===== config.mk =====
export PLATFORM = sky130hd
export DESIGN_NAME = isram_arbiter
export DESIGN_NICKNAME = d
export VERILOG_FILES = /design/src/rtl/isram_arbiter_pkg.sv /design/src/rtl/isram_arb_pick.sv /design/src/rtl/isram_arbiter.sv
export SDC_FILE = /design/constraint.sdc
export NUM_CORES = 1
export LEC_CHECK = 0
export ABC_AREA = 1
export BUFFER_PORTS_ARGS = -buffer_cell sky130_fd_sc_hd__buf_4
export CORE_AREA = 2 2 106 108
export CTS_BUF_LIST = sky130_fd_sc_hd__clkbuf_16
export DETAILED_ROUTE_END_ITERATION = 10
export DIE_AREA = 0 0 108 110
export GPL_TIMING_DRIVEN = 1
export HOLD_SLACK_MARGIN = 0.1
export PLACE_DENSITY_LB_ADDON = 0.25
export SETUP_SLACK_MARGIN = 0.1
export SLEW_MARGIN = 20
export SYNTH_ARGS = -nofsm -noshare
export SYNTH_HDL_FRONTEND = slang
export SYNTH_SLANG_ARGS = --single-unit

===== constraint.sdc =====
create_clock -name clk -period 1.4 [get_ports clk]
set_input_delay 0.07 -clock clk [delete_from_list [all_inputs] [get_ports clk]]
set_output_delay 0.07 -clock clk [all_outputs]
set_load 0.05 [all_outputs]

===== src/rtl/isram_arbiter_pkg.sv =====
// isram_arbiter_pkg
//   Shared types and constants for the instruction/data SRAM arbiter.
//   - owner_e       : owner of the read currently in flight on the SRAM
//   - *_DFLT        : default SRAM address/data/byte-enable widths
//   - STALL_*_BIT   : bit positions of the stall requests in the vector
//                     handed to the pipeline controller
//   - CREDIT_WD     : width of the fetch starvation credit timer
package isram_arbiter_pkg;

  localparam int ADDR_WD_DFLT = 32;
  localparam int DATA_WD_DFLT = 32;
  localparam int BE_WD_DFLT   = DATA_WD_DFLT / 8;

  typedef enum logic [1:0] {
    IDLE  = 2'd0,
    IF_RD = 2'd1,
    D_RD  = 2'd2
  } owner_e;

  localparam int STALL_IF_BIT  = 0;
  localparam int STALL_MEM_BIT = 1;
  localparam int STALL_WD      = 2;

  // Holds STARVE_MAX values up to 15.
  localparam int CREDIT_WD = 4;

endpackage


===== src/rtl/isram_arb_pick.sv =====
// isram_arb_pick
//   Winner selection between fetch and data requesters for the shared SRAM.
//   Data normally wins; fetch is forced through once it has been denied
//   STARVE_MAX consecutive cycles in favour of data.
// Ports:
//   clk, rst_n         : clock, async active-low reset
//   if_req, d_req      : requests from fetch and data
//   flush              : branch redirect, kills fetch this cycle
//   if_gnt, d_gnt      : one-hot-or-zero grants
//   force_if           : fetch wins this cycle because of starvation
module isram_arb_pick
  import isram_arbiter_pkg::*;
#(
  parameter int unsigned STARVE_MAX = 4
) (
  input  logic clk,
  input  logic rst_n,
  input  logic if_req,
  input  logic d_req,
  input  logic flush,
  output logic if_gnt,
  output logic d_gnt,
  output logic force_if
);

  localparam logic [CREDIT_WD-1:0] CREDIT_INIT = CREDIT_WD'(STARVE_MAX);

  // Down-counting credit: the number of further data wins fetch will
  // tolerate. Reaching zero is the same as the streak hitting STARVE_MAX.
  logic [CREDIT_WD-1:0] credit;

  assign force_if = (credit == '0) & if_req & ~flush;
  assign d_gnt    = d_req & ~force_if;
  assign if_gnt   = if_req & ~flush & (~d_req | force_if);

  always_ff @(posedge clk or negedge rst_n) begin
    if (!rst_n) begin
      credit <= CREDIT_INIT;
    end else if (if_gnt || !if_req || flush) begin
      credit <= CREDIT_INIT;
    end else if (d_gnt && (credit != '0)) begin
      credit <= credit - 1'b1;
    end
  end

endmodule


===== src/rtl/isram_arbiter.sv =====
// isram_arbiter
//   Shares one single-port synchronous SRAM (1-cycle read latency) between
//   the IF1 fetch requester and the MEM-stage data requester. Grants are
//   combinational; the owner of the in-flight read is registered and used
//   to steer sram_rdata back to the right requester on the next cycle.
// Ports:
//   clk, rst_n                       : clock, async active-low reset
//   if_req/if_addr/if_gnt            : fetch request channel
//   if_rvalid/if_rdata               : fetch response (rdata 0 when invalid)
//   d_req/d_we/d_addr/d_wdata/d_gnt  : data request channel (d_we==0 is a load)
//   d_rvalid/d_rdata                 : load response (rdata 0 when invalid)
//   flush                            : branch redirect
//   sram_*                           : SRAM drive and read data
//   stallreq_if, stallreq_mem        : denied-request stalls to the controller
//
// Owner FSM
//   state | meaning
//   IDLE  | no read in flight (nothing granted, or a write)
//   IF_RD | fetch read in flight, data returns this cycle
//   D_RD  | data load in flight, data returns this cycle
module isram_arbiter
  import isram_arbiter_pkg::*;
#(
  parameter int          ADDR_WD    = ADDR_WD_DFLT,
  parameter int          DATA_WD    = DATA_WD_DFLT,
  parameter int unsigned STARVE_MAX = 4
) (
  input  logic                 clk,
  input  logic                 rst_n,
  input  logic                 if_req,
  input  logic [ADDR_WD-1:0]   if_addr,
  output logic                 if_gnt,
  output logic                 if_rvalid,
  output logic [DATA_WD-1:0]   if_rdata,
  input  logic                 d_req,
  input  logic [DATA_WD/8-1:0] d_we,
  input  logic [ADDR_WD-1:0]   d_addr,
  input  logic [DATA_WD-1:0]   d_wdata,
  output logic                 d_gnt,
  output logic                 d_rvalid,
  output logic [DATA_WD-1:0]   d_rdata,
  input  logic                 flush,
  output logic                 sram_en,
  output logic [DATA_WD/8-1:0] sram_we,
  output logic [ADDR_WD-1:0]   sram_addr,
  output logic [DATA_WD-1:0]   sram_wdata,
  input  logic [DATA_WD-1:0]   sram_rdata,
  output logic                 stallreq_if,
  output logic                 stallreq_mem
);

  localparam int BE_WD = DATA_WD / 8;

  logic                force_if;
  owner_e              owner;
  owner_e              owner_nxt;
  logic [STALL_WD-1:0] stall_vec;

  isram_arb_pick #(
    .STARVE_MAX (STARVE_MAX)
  ) u_pick (
    .clk      (clk),
    .rst_n    (rst_n),
    .if_req   (if_req),
    .d_req    (d_req),
    .flush    (flush),
    .if_gnt   (if_gnt),
    .d_gnt    (d_gnt),
    .force_if (force_if)
  );

  // Winner drives the SRAM; idle bus is all zeros.
  always_comb begin
    sram_en    = if_gnt | d_gnt;
    sram_we    = '0;
    sram_addr  = '0;
    sram_wdata = '0;
    if (d_gnt) begin
      sram_we    = d_we;
      sram_addr  = d_addr;
      sram_wdata = d_wdata;
    end else if (if_gnt) begin
      sram_addr  = if_addr;
    end
  end

  // A write returns nothing, so it leaves the owner IDLE.
  always_comb begin
    owner_nxt = IDLE;
    if (if_gnt) begin
      owner_nxt = IF_RD;
    end else if (d_gnt && (d_we == BE_WD'(0))) begin
      owner_nxt = D_RD;
    end
  end

  always_ff @(posedge clk or negedge rst_n) begin
    if (!rst_n) begin
      owner <= IDLE;
    end else begin
      owner <= owner_nxt;
    end
  end

  // A flush squashes a fetch response landing in the same cycle; loads are
  // never squashed.
  assign if_rvalid = (owner == IF_RD) & ~flush;
  assign d_rvalid  = (owner == D_RD);
  assign if_rdata  = if_rvalid ? sram_rdata : '0;
  assign d_rdata   = d_rvalid  ? sram_rdata : '0;

  assign stall_vec[STALL_IF_BIT]  = if_req & ~if_gnt & ~flush;
  assign stall_vec[STALL_MEM_BIT] = d_req & ~d_gnt;
  assign stallreq_if  = stall_vec[STALL_IF_BIT];
  assign stallreq_mem = stall_vec[STALL_MEM_BIT];

endmodule

==> qor.yml <==
status: "finished with violations"
violations: "setup timing"
min_period_over_period_pct: 125
rsz0062_at_grt: "true"
synth_top_area_share_pct: 27.1
portBuffers: 275
worstPathArrival_ps: 1680
relSlewSlack_pct: 85.5
cts_htree_levels: 1
leakagePower_uw: 0.00312
die_y_um: 110
dpl.hpwl_um: 7100
synthCells: 323
area_delta_synth_final_pct: 334
syn_avg_cell_area_um2: 4.59
wirelength_um: 10600
maxCapViolations: 0
hold_viol: 0
clock_path_buffers: 2
drive_gt1_share_pct: 78.5
yosysTopAreaCell: "nor2_1"
finalSetupViolCount: 94
dieArea_mm2: 0.0119
initial_core_util_pct: 13.9
grt_pass1_wl_um: 15300
grt_pass1_vias: 3158
layout_setup_ws_ps: -354
layout_min_cycle_time_ps: 1750
synthFlopType: "dfrtp_1"
ys_top_cells_by_area: "nor2_1, inv_1, nand2_1"
hold_path.class: "input pin to flip-flop"
synth_cell_types: 20
nets: 772
coreArea_mm2: 0.0107
worst_skew_pair.late_latency_ps: 230
vias_per_cell: 4.11
syn_area_mm2: 0.00148
grt_overflow: 0
cts_root_buf: "clkbuf_16"
synth-seq-area-share_pct: 10.2
end_kind: "output pin"
ys_seq_elements: 6
dp_cells: 736
crit_path_start_kind: "flip-flop"
synth_commonest_cells: "nor2_1, inv_1, nand2_1, nand3_1, clkbuf_1"
place.gp.congestion: 0.705
vias: 3171
ir_drop_mv: 0.317
diodes: 0
max_clock_freq_mhz: 570
skew_ps: 2.25
clkTransAtPathRegs_ps: 30
grt_max_degree: 19
num_rows: 38
async_reset_ff_share_pct: 100
ys_warn_count: 0
synth_edf_count: 0
synth_nets: 462
cts_tree: "done"
power_density_mw_per_mm2: 428
tightest_slew_ps: 217
post_drt_wl_per_cell_um: 13.7
io_pins: 276
cts_buffers: 3
grt.total_usage_pct: 16.0
fin_cells: 772
slew_viol_final: 0
drt_iter0_drc: 68
hold_slack_ps: 150
final_util_pct: 60.1
die_w_um: 108
clock_sinks: 6
drtPass1Iterations: 4
path_max_fanout: 8
antenna_left: 0
critPathKind: "flip-flop to output pin"
yosysMostFrequentCell: "nor2_1"
post-route-drc-count: 0
antenna_found_initial: 0
worstPathRequired_ps: 1330
-- per-layer routing --
layer / global-route usage [%] / share of wire [%]
met1: 16.5 / 33
met2: 33.3 / 58
met3: 3.29 / 7.9
met4: 2.20 / 1.6
met5: 0 / 0
-- per-stage QoR --
stage	area (um2)	power [uW]	TNS (ps)	setup slack [ps]
after floorplan	2590	1280	-683	-30.4
after global placement	4830	1860	-4210	-130
after detailed placement	4830	1880	-5210	-163
after CTS	6310	2750	-24430	-335
after global routing	6430	2870	-26050	-413
final	6430	2750	-20020	-354
-- worst paths after layout --
check | start | endpoint | slack (ps) | cells after the start
min | d_we[2] | owner[1] | 150 | 4
min in group asynchronous | rst_n | u_pick.credit[3] | 200 | 2
max reg2reg | u_pick.credit[1] | owner[0] | 80 | 6
max in group asynchronous | rst_n | u_pick.credit[2] | 1000 | 2
min reg2reg | u_pick.credit[0] | u_pick.credit[0] | 440 | 1
max | u_pick.credit[1] | sram_addr[21] | -350 | 9
-- cells in the final DEF (no fill, tap or decap), types with 7 or more instances in the layout --
| cell type | n |
|---|---|
| nand3_1 | 30 |
| nand2_4 | 28 |
| buf_8 | 70 |
| nor2_4 | 103 |
| nand2_2 | 13 |
| inv_1 | 70 |
| nand2_1 | 22 |
| buf_12 | 16 |
| nand2_8 | 7 |
| buf_4 | 153 |
| buf_6 | 77 |
-- cell families (layout without fill, tap and decap cells) --
logic type	count (synthesis)	after routing	share of synthesized area, %
xor+xnor	2	2	1.18
fa+ha+maj	2	2	1.69
buf+inv	98	407	27.5
flops	6	6	10.2
compound gates	1	1	1.10
simple gates	214	214	58.3
-- worst max-delay path: stages (launching register included) --
cell and delay (ps):
dfrtp_1 380, inv_2 80, ha_4 160, nand2_4 60, a21oi_4 150, buf_4 170, clkbuf_16 160, nand2_1 90
nand2_4 70, buf_8 140
-- what timing repair did --
action | 4_1_cts | 5_1_grt
setup buffers | 17 | 10
resized for setup | 224 | 73
pin swaps | 6 | 18
hold endpoints to repair | 6 | 0
setup endpoints to repair | 138 | 140
hold buffers | 1 | 0
cloned | 13 | 2
-- area by class of cell --
| class | instances | area, um2 |
|---|---|---|
| Fill cell | 872 | 4270 |
| Timing Repair Buffer | 325 | 3620 |
| Multi-Input combinational cell | 219 | 2100 |
| Inverter | 78 | 310 |
| Tap cell | 140 | 175 |
| Sequential cell | 6 | 153 |
| Clock buffer | 3 | 75.1 |
| Clock inverter | 1 | 3.75 |
-- flip-flops by register name, summed over array words and instances (netlist names) --
signal	flops
owner	2
u_pick.credit	4
-- power breakdown --
| part | switching (uW) | internal (uW) | total [uW] |
|---|---|---|---|
| logic | 1170 | 926 | 2100 |
| clock network | 96.1 | 370 | 466 |
| registers | 5.53 | 182 | 187 |
Note: power is estimated with default switching activity, not from simulation.
